## config.mk

```make
export PLATFORM = sky130hd
export DESIGN_NAME = ikaz_surucu
export DESIGN_NICKNAME = d
export VERILOG_FILES = /design/src/rtl/ikaz_surucu.sv
export SDC_FILE = /design/constraint.sdc
export NUM_CORES = 1
export LEC_CHECK = 0
export BUFFER_PORTS_ARGS = -buffer_cell sky130_fd_sc_hd__buf_2
export CORE_MARGIN = 2
export CORE_UTILIZATION = 65
export DETAILED_ROUTE_END_ITERATION = 8
export PLACE_DENSITY = 0.83
export SYNTH_ARGS = -nofsm -noshare
export SYNTH_HDL_FRONTEND = slang
export SYNTH_SLANG_ARGS = --single-unit
```

## constraint.sdc

```tcl
create_clock -name clk -period 4.9 [get_ports clk]
set_clock_uncertainty 0.15 [all_clocks]
set_input_delay 1.225 -clock clk [delete_from_list [all_inputs] [get_ports clk]]
set_output_delay 1.225 -clock clk [all_outputs]
set_load 0.02 [all_outputs]
```

## src/rtl/ikaz_surucu.sv

```systemverilog
// ikaz_surucu: dashboard lamp/buzzer driver with blink, beep cadence and auto-mute
module ikaz_surucu #(
    parameter int TICK_DIV        = 50000,
    parameter int BLINK_TICKS     = 500,
    parameter int KEMER_ON_TICKS  = 200,
    parameter int KEMER_OFF_TICKS = 300,
    parameter int KAPI_ON_TICKS   = 100,
    parameter int KAPI_OFF_TICKS  = 900,
    parameter int MAX_BEEPS       = 30
) (
    input  logic clk,
    input  logic rst,
    input  logic emniyet_kemeri_lambasi,
    input  logic kapi_lambasi,
    input  logic emniyet_kemeri_ikaz,
    input  logic kapi_ikaz,
    output logic kemer_lamba_cikis,
    output logic kapi_lamba_cikis,
    output logic buzzer,
    output logic susturuldu
);
    localparam int M1   = KEMER_ON_TICKS > KEMER_OFF_TICKS ? KEMER_ON_TICKS : KEMER_OFF_TICKS;
    localparam int M2   = KAPI_ON_TICKS > KAPI_OFF_TICKS ? KAPI_ON_TICKS : KAPI_OFF_TICKS;
    localparam int M3   = M1 > M2 ? M1 : M2;
    localparam int TMAX = M3 > BLINK_TICKS ? M3 : BLINK_TICKS;
    localparam int PW   = $clog2(TMAX + 1);
    localparam int DW   = $clog2(TICK_DIV + 1);
    localparam int BW   = $clog2(MAX_BEEPS + 1);
    localparam logic [PW-1:0] BLINK_SON     = PW'(BLINK_TICKS - 1);
    localparam logic [PW-1:0] KEMER_ON_SON  = PW'(KEMER_ON_TICKS - 1);
    localparam logic [PW-1:0] KEMER_OFF_SON = PW'(KEMER_OFF_TICKS - 1);
    localparam logic [PW-1:0] KAPI_ON_SON   = PW'(KAPI_ON_TICKS - 1);
    localparam logic [PW-1:0] KAPI_OFF_SON  = PW'(KAPI_OFF_TICKS - 1);

    typedef enum logic [2:0] {
        BOS, KEMER_CAL, KEMER_BEKLE, KAPI_CAL, KAPI_BEKLE, SUSTUR
    } durum_t;

    durum_t        durum, durum_d;
    logic [DW-1:0] div_cnt;
    logic [PW-1:0] blink_cnt, faz_cnt, faz_son;
    logic [BW-1:0] beep_say;
    logic          tick, blink_faz, faz_bitti, limit_dolu, sayiyor, cal_giris, capraz;

    assign tick       = div_cnt == DW'(TICK_DIV - 1);
    assign faz_son    = durum == KEMER_CAL   ? KEMER_ON_SON  :
                        durum == KEMER_BEKLE ? KEMER_OFF_SON :
                        durum == KAPI_CAL    ? KAPI_ON_SON   : KAPI_OFF_SON;
    assign faz_bitti  = tick && faz_cnt == faz_son;
    assign limit_dolu = beep_say == BW'(MAX_BEEPS);
    assign sayiyor    = durum != BOS && durum != SUSTUR;
    assign cal_giris  = durum_d != durum && (durum_d == KEMER_CAL || durum_d == KAPI_CAL);
    assign capraz     = (durum_d == KEMER_CAL) != (durum == KEMER_CAL || durum == KEMER_BEKLE);

    // free-running millisecond prescaler
    always_ff @(posedge clk or posedge rst) begin
        if (rst) div_cnt <= '0;
        else     div_cnt <= tick ? '0 : div_cnt + 1'b1;
    end

    // free-running blink phase, starts lit so lamps show immediately
    always_ff @(posedge clk or posedge rst) begin
        if (rst) begin
            blink_cnt <= '0;
            blink_faz <= 1'b1;
        end else if (tick) begin
            blink_cnt <= blink_cnt == BLINK_SON ? '0 : blink_cnt + 1'b1;
            blink_faz <= blink_cnt == BLINK_SON ? ~blink_faz : blink_faz;
        end
    end

    // lamps steady on request alone, blinking when the warning is also active
    always_ff @(posedge clk or posedge rst) begin
        if (rst) begin
            kemer_lamba_cikis <= 1'b0;
            kapi_lamba_cikis  <= 1'b0;
        end else begin
            kemer_lamba_cikis <= emniyet_kemeri_lambasi & (~emniyet_kemeri_ikaz | blink_faz);
            kapi_lamba_cikis  <= kapi_lambasi & (~kapi_ikaz | blink_faz);
        end
    end

    // buzzer state register
    always_ff @(posedge clk or posedge rst) begin
        if (rst) durum <= BOS;
        else     durum <= durum_d;
    end

    // phase ticks restart on every state change; beep count restarts when the source changes
    always_ff @(posedge clk or posedge rst) begin
        if (rst) begin
            faz_cnt  <= '0;
            beep_say <= '0;
        end else begin
            faz_cnt  <= durum_d != durum ? '0 : (tick && sayiyor) ? faz_cnt + 1'b1 : faz_cnt;
            beep_say <= durum_d == BOS ? '0 : cal_giris ? (capraz ? BW'(1) : beep_say + 1'b1) : beep_say;
        end
    end

    // next state: request changes override the phase-end transition; outputs decoded from state
    always_comb begin
        durum_d    = durum;
        buzzer     = durum == KEMER_CAL || durum == KAPI_CAL;
        susturuldu = durum == SUSTUR;
        case (durum)
            BOS: durum_d = emniyet_kemeri_ikaz ? KEMER_CAL : kapi_ikaz ? KAPI_CAL : BOS;
            KEMER_CAL, KEMER_BEKLE: begin
                if (!emniyet_kemeri_ikaz) durum_d = kapi_ikaz ? KAPI_CAL : BOS;
                else if (faz_bitti)       durum_d = durum == KEMER_CAL ? KEMER_BEKLE : limit_dolu ? SUSTUR : KEMER_CAL;
            end
            KAPI_CAL, KAPI_BEKLE: begin
                if (emniyet_kemeri_ikaz) durum_d = KEMER_CAL;
                else if (!kapi_ikaz)     durum_d = BOS;
                else if (faz_bitti)      durum_d = durum == KAPI_CAL ? KAPI_BEKLE : limit_dolu ? SUSTUR : KAPI_CAL;
            end
            SUSTUR:  durum_d = (emniyet_kemeri_ikaz || kapi_ikaz) ? SUSTUR : BOS;
            default: durum_d = BOS;
        endcase
    end
endmodule

```

==> results of run 1 <==
==> cells by family after synthesis <==
family                   synth area share, %
AO/OA/AOI/OAI                          11.73
XOR/XNOR                               11.37
adder cells (fa/ha/maj)                2.247
buffers and inverters                  3.326
flip-flops                             42.29
multiplexers                           1.483
AND/OR/NAND/NOR                        27.55
==> cells in the final DEF, fill, tap and decap left out, drive strengths merged, types with 5 or more instances in the layout <==
| cell type | count |
|---|---|
| inv | 7 |
| buf | 9 |
| xor2 | 20 |
| and3 | 13 |
| nor2b | 10 |
| xnor2 | 14 |
| nor2 | 23 |
| nand3 | 19 |
| clkbuf | 6 |
| nor3 | 14 |
| o21ai | 10 |
| ha | 5 |
| a21oi | 5 |
| nand4 | 9 |
| dfrtp | 46 |
| nand2 | 16 |
==> power by group through the flow <==
| stage | registers [W] | logic (W) | clock network (W) |
|---|---|---|---|
| 6_report | 0.000414 | 0.0000845 | 0.000221 |
| 3_3_place_gp | 0.000422 | 0.0000829 | 0 |
| 3_5_place_dp | 0.000422 | 0.0000845 | 0 |
| 5_1_grt | 0.000417 | 0.0000936 | 0.000246 |
| 4_1_cts | 0.000415 | 0.0000848 | 0.000227 |
| 2_1_floorplan | 0.000413 | 0.0000782 | 0 |
==> final cells by class <==
| class | instances | area share [%] |
|---|---|---|
| Inverter | 7 | 0.9028 |
| Sequential cell | 47 | 40.46 |
| Clock buffer | 6 | 2.494 |
| Multi-Input combinational cell | 207 | 52.02 |
| Tap cell | 50 | 2.150 |
| Clock inverter | 2 | 0.4299 |
| Timing Repair Buffer | 9 | 1.548 |
==> sequential cells by signal (all words and copies together) (netlist names) <==
register           flops
durum                  3
faz_cnt               10
kemer_lamba_cikis      1
blink_faz              1
blink_cnt             10
div_cnt               16
kapi_lamba_cikis       1
beep_say               5
==> synth_stat cells (all sizes together), types with 3 or more instances <==
library cell | number | area share (%)
nor2 | 23 | 3.2
xor2 | 20 | 7.0
o21ai | 10 | 1.8
nand4 | 9 | 2.0
xnor2 | 14 | 4.4
buf | 6 | 1.6
inv | 7 | 0.94
nor3 | 14 | 4.3
nand3 | 19 | 3.6
nand2b | 3 | 0.67
a31oi | 3 | 1.2
or3 | 3 | 0.67
and3 | 13 | 2.9
ha | 5 | 2.2
dfrtp | 46 | 41
a21oi | 5 | 1.3
a21boi | 3 | 0.81
nand2 | 16 | 2.2
and4bb | 3 | 1.3
clkbuf | 6 | 0.81
nor2b | 10 | 2.2
mux2i | 3 | 1.1
==> metal layers <==
| metal | wire [um] | GRT usage, % | vias to the layer above |
|---|---|---|---|
| met5 | 0 | 0 | - |
| met4 | 27 | 5.011 | 0 |
| met3 | 183 | 4.360 | 2 |
| met2 | 2364 | 34.62 | 44 |
| met1 | 2321 | 30.93 | 984 |
| li1 | - | - | 972 |
==> critical path, cell delays in order, from the launching register on <==
cell       delay [ns]
dfrtp_1          0.37
ha_1             0.18
and3_1           0.24
and4_1           0.69
o2111ai_4        0.25
o211ai_2         0.26
a21o_1           0.21
nand3_2          0.12
o311a_1          0.52
nor3_2           0.26
==> final timing paths <==
check	endpoint	slack, ns	cells past startpoint
worst max-delay path	faz_cnt[5]	1.57	9
worst min-delay path	div_cnt[0]	0.31	1
worst max register to register	faz_cnt[5]	1.57	9
worst min register to register	div_cnt[0]	0.31	1
max in group asynchronous	durum[2]	3.03	2
min in group asynchronous	blink_cnt[3]	0.98	2
==> metrics by stage <==
step                      hold WS, ns  area, um2  setup slack, ns  util, %
final                          0.3061       2910            1.567    71.72
after global routing           0.3371       2910            1.328    71.72
after CTS                      0.3078       2910            1.583    71.72
after detailed placement       0.2959       2825            1.532    69.63
after global placement         0.2954       2825            1.651    69.63
after floorplan                0.2751       2784            1.971        -
==> out/qor.yml, run 1 <==
status:
  run_status: "completed"
placement:
  dp_hpwl_um: 3473
  io_buffers: 9
  numPlacedInstances: 320
  gp_routability_congestion: 0.9960
clock_network:
  cts_root_buffer: "clkbuf_8"
  cts_tree: "built"
  clock_sinks: 47
  clk_latency_ns: 0.29
  postCtsHoldBufs: 0
  post_cts_buffers: 0
  cts_made_buffers: 5
  ctsHtreeMaxLevel: 2
  clock_path_buffers: 2
  cts.repair.resized: 0
  clkTransAtPathRegs_ns: 0.08
sta:
  max_freq_mhz: 300.0
  finalSetupTns_ns: 0
  slew-limit-headroom_pct: 38.02
  period_share_pct: 68.02
  setup_violations: 0
  rsz0062_at_grt: "false"
  min_period_ns: 3.333
  maxSlewViolCount: 0
  hold_viol: 0
  tightest_slew_ns: 0.9284
drt:
  drc: 0
  viasPerCell: 6.104
  drt_wl_total_um: 4897
  drt_iter0_markers: 148
  dr_total_vias: 2002
  ant_nets: 0
  first_pass_iters: 4
  routedWlPerCell_um: 14.93
setup_path:
  crit_type: "flop to flop"
  crit_path_max_fanout: 19
  critPathLaunch: "div_cnt[0]"
  cp.required_ns: 4.96
  cp.arrival_ns: 3.39
  end_kind: "flop"
  cp-start-kind: "flop"
  timing.rr.start: "div_cnt[0]"
power:
  p_total_w: 0.0007196
  p_sw_w: 0.0001935
  power_density_nw_per_um2: 247.3
  p_sw_share_pct: 26.88
  p_leak_nw: 1.272
  pwr-share-clk_pct: 30.7
  internal-power_w: 0.0005262
  seq_power_share_pct: 57.6
  pwr-share-comb_pct: 11.7
  ir_drop_v: 0.0001356
synthesis:
  async_flop_share_pct: 100.0
  yosys.cell_types.count: 61
  synth_ff_type: "dfrtp_1"
  yosysWarnings: 0
  syn_area_um2: 2784
  syn_inst: 273
  ys_seq_area_share_pct: 42.29
  synth_edf_count: 0
  syn-num-nets: 284
  avgSynthCellArea_um2: 10.20
  ys_seq_elements: 47
grt:
  grt_remaining_overflow: 0
  grt_max_degree: 48
  grtUsageTotal_pct: 21.75
  grt_pass1_wl_um: 8659
  grt_pass1_vias: 1942
  antenna_found_initial: 0
finish:
  seqCellArea_um2: 1177
  multiInputGateArea_um2: 1514
  nNetsFinal: 288
  finalNonFillerCells: 328
  syn2layout_area_growth_pct: 4.539
  n_fill_cell: 313
  diodes: 0
  drive_gt1_share_pct: 14.75
die:
  die_w_um: 69.45
  die_area_um2: 4823
  core_region_area_um2: 4058
  start_util_pct: 68.61
  io-pin-count: 10
  chipHeight_um: 69.45
  fp-row-count: 23
min_path:
  min_path_type: "flop to flop"
  hold_start: "div_cnt[0]"
job:
  maxCapViolCount: 0
Note: power is estimated with default switching activity, not from simulation.
==> run 2, diff against run 1 <==
- ABC_AREA: not set -> 1
- CORE_UTILIZATION: 65 -> 56
- PLACE_DENSITY: 0.83 -> 0.76
- clock period: 4.9 -> 2.7 ns (I/O delays scaled with it)
==> run 2 against run 1 <==
Net effect: sequential share of layout area fell by 4.7 points; highest routed layer unchanged; cell area rose by 13%; via count rose by 28%; die area rose by 22%; critical path depth rose by 5.
==> out/qor.yml, run 2 <==
setup_path:
  critPathLaunch: "div_cnt[0]"
  timing.rr.start: "div_cnt[0]"
  max_stage_delay_ns: 0.39  # -0.30 ns
  end_kind: "flop"
  cp-start-kind: "flop"
  crit_path_max_fanout: 10  # -9
  cp.arrival_ns: 2.56  # -0.83 ns
  critical_path.cell_chain: "ha_2, nand3_2, nor2_4, nand2_2, nor2_4, nand3_4, nand2_2, nand4_1, nand3_2, nand2_1, nand2_1, nand3_2, buf_4, nor3b_2"
  crit_path_frequent_cell: "nand3_2"
  critPathSlowestCell: "dfrtp_1"
  crit_type: "flop to flop"
  cp.required_ns: 2.78  # -2.18 ns
sta:
  tightest_slew_ns: 0.4851  # -0.4433 ns
  slew-limit-headroom_pct: 67.36  # +29 points
  max_freq_mhz: 404.0  # +35%
  worst_slack_ns: 0.2245  # -1.342 ns
  whs_ns: 0.2404  # -0.06572 ns
  maxSlewViolCount: 0  # unchanged
  hold_viol: 0  # unchanged
  period_share_pct: 91.68  # +24 points
  setup_violations: 0  # unchanged
  min_period_ns: 2.475  # -0.8576 ns
finish:
  diodes: 0  # unchanged
  largest_register_ffs: 16  # unchanged
  mostFrequentLayoutCell: "nand2_1"
  nNetsFinal: 437  # +52%
  top_register: "div_cnt"
  final_cell_mix: "nand2_1, inv_1, nor2_1"
  drive_gt1_share_pct: 17.56  # +2.8 points
  syn2layout_area_growth_pct: 11.40
  n_fill_cell: 445  # +42%
  biggestRegsByFlops: "div_cnt: 16 flops, blink_cnt: 10 flops, faz_cnt: 10 flops"
grt:
  grt_pass1_vias: 2479  # +28%
  grt_remaining_overflow: 0  # unchanged
  grt_pass1_wl_um: 10450  # +21%
  grt_max_degree: 48  # unchanged
  antenna_found_initial: 0  # unchanged
  grtUsageTotal_pct: 21.54  # -0.21 points
drt:
  drt_iter0_markers: 206  # +39%
  drt_wl_total_um: 5993  # +22%
  drc: 0  # unchanged
  routedWlPerCell_um: 12.06  # -19%
  first_pass_iters: 5  # +1
  viasPerCell: 5.159  # -15%
  dr_total_vias: 2564  # +28%
  ant_nets: 0  # unchanged
synthesis:
  syn_inst: 407  # +49%
  synth.area.top_cells: "dfrtp_1, nand2_1, inv_1, nor2_1, nand3_1"
  synth_edf_count: 0  # unchanged
  syn-num-nets: 418  # +47%
  yosys.cell_types.count: 35  # -43%
  synth_top_area_share_pct: 38.83  # -2.5 points
  yosysTopAreaCell: "dfrtp_1"
  async_flop_share_pct: 100.0  # unchanged
  ys_seq_area_share_pct: 39.72  # -2.6 points
  avgSynthCellArea_um2: 7.283  # -29%
  syn_area_um2: 2964  # +6.5%
  yosysMostFrequentCell: "nand2_1"
  ys_top_cells_by_count: "nand2_1, inv_1, nor2_1"
  yosysWarnings: 0  # unchanged
  synth_ff_type: "dfrtp_1"
  ys_seq_elements: 47  # unchanged
status:
  run_status: "completed"
die:
  die_w_um: 76.76  # +11%
  fp-row-count: 26  # +13%
  die_area_um2: 5891  # +22%
  core_region_area_um2: 5107  # +26%
  start_util_pct: 58.04  # -11 points
  io-pin-count: 10  # unchanged
  chipHeight_um: 76.76  # +11%
clock_network:
  clock_sinks: 47  # unchanged
  clock_path_buffers: 2  # unchanged
  ctsHtreeMaxLevel: 2  # unchanged
  cts_made_buffers: 5  # unchanged
  clkTransAtPathRegs_ns: 0.09  # about the same
  clk_latency_ns: 0.30  # about the same
  cts_tree: "built"
  cts_root_buffer: "clkbuf_8"
power:
  p_sw_w: 0.0008999  # +370%
  pwr-share-comb_pct: 40.2  # +29 points
  power_density_nw_per_um2: 661.7  # +170%
  p_leak_nw: 1.687  # +33%
  p_sw_share_pct: 41.19  # +14 points
  seq_power_share_pct: 35.9  # -22 points
  pwr-share-clk_pct: 24.0  # -6.7 points
  ir_drop_v: 0.0003600  # +170%
  internal-power_w: 0.001285  # +140%
placement:
  dp_hpwl_um: 4449  # +28%
  io_buffers: 9  # unchanged
  dp_worst_setup_slack_ns: 0.2157  # -1.316 ns
  gp_routability_congestion: 0.9115  # -8.5%
job:
  maxCapViolCount: 0  # unchanged
min_path:
  min_path_type: "input port to asynchronous set/reset pin"
-- run 2: cell count changes in the layout (fill, tap and decap cells not counted), moves of 15 or more --
cell and change:
nor2_1 +40, nand2_2 +15, nand2_1 +70, inv_1 +58, nand3_1 +15
-- run 2: final timing paths --
kind | end | slack, ns | cells past startpoint
setup reg to reg | faz_cnt[4] | 0.22 | 14
setup / recovery | faz_cnt[4] | 0.22 | 14
hold reg to reg | blink_cnt[9] | 0.33 | 1
max in group asynchronous | blink_faz | 1.88 | 3
min in group clk | blink_cnt[9] | 0.33 | 1
hold / removal | div_cnt[14] | 0.24 | 3
-- run 2: area by class of cell --
class | count | area (um2) | area share [%]
sequential | 47 | 1181 | 35.77
clock buffer | 5 | 68.82 | 2.084
multi-input combinational | 288 | 1554 | 47.06
inverter | 69 | 264.0 | 7.995
timing repair buffer | 15 | 102.6 | 3.107
tap | 70 | 87.58 | 2.653
clock inverter | 3 | 43.79 | 1.326
-- run 2: power groups by stage --
| stage | Clock (W) | Sequential [W] | Combinational [W] |
|---|---|---|---|
| after floorplan | 0 | 0.000784 | 0.000674 |
| after global placement | 0 | 0.000794 | 0.000811 |
| after detailed placement | 0 | 0.000793 | 0.000821 |
| after CTS | 0.000538 | 0.000780 | 0.000826 |
| after global routing | 0.000563 | 0.000791 | 0.00100 |
| final | 0.000524 | 0.000784 | 0.000878 |
-- run 2: routing by layer --
metal	vias up	track usage, %	wire length [um]
li1	1317	-	-
met4	0	7.455	92
met3	15	4.588	324
met2	68	36.93	2907
met1	1164	26.87	2668
met5	-	0	0
-- run 2: repair_timing --
item	in CTS	in global routing
resized for setup	0	16
buffers inserted	0	2
hold buffers	0	0
endpoints found under the setup margin	0	11
hold endpoints to repair	0	0
-- run 2: cells by family after synthesis --
family	after synthesis	share of synthesized area (%)
buffers and inverters	72	9.371
AO/OA/AOI/OAI	24	5.023
XOR/XNOR	14	4.137
AND/OR/NAND/NOR	245	39.64
adder cells (fa/ha/maj)	5	2.111
flip-flops	47	39.72
-- run 2: critical path, delay by kind of cell (launching register included) --
kind / cells / cell delay (ns)
fa+ha+maj: 1 / 0.21
flops: 1 / 0.39
simple gates: 12 / 1.47
buf+inv: 1 / 0.19
-- run 2: per-stage QoR --
step | instances | setup TNS [ns] | util [%] | power, W | cell area (um2)
2_1_floorplan | 407 | 0 | - | 0.001458 | 2964
3_3_place_gp | 487 | 0 | 61.10 | 0.001605 | 3120
3_5_place_dp | 487 | 0 | 61.10 | 0.001614 | 3120
4_1_cts | 495 | 0 | 63.30 | 0.002143 | 3233
5_1_grt | 497 | -0.04356 | 64.65 | 0.002356 | 3302
6_report | 497 | 0 | 64.65 | 0.002185 | 3302
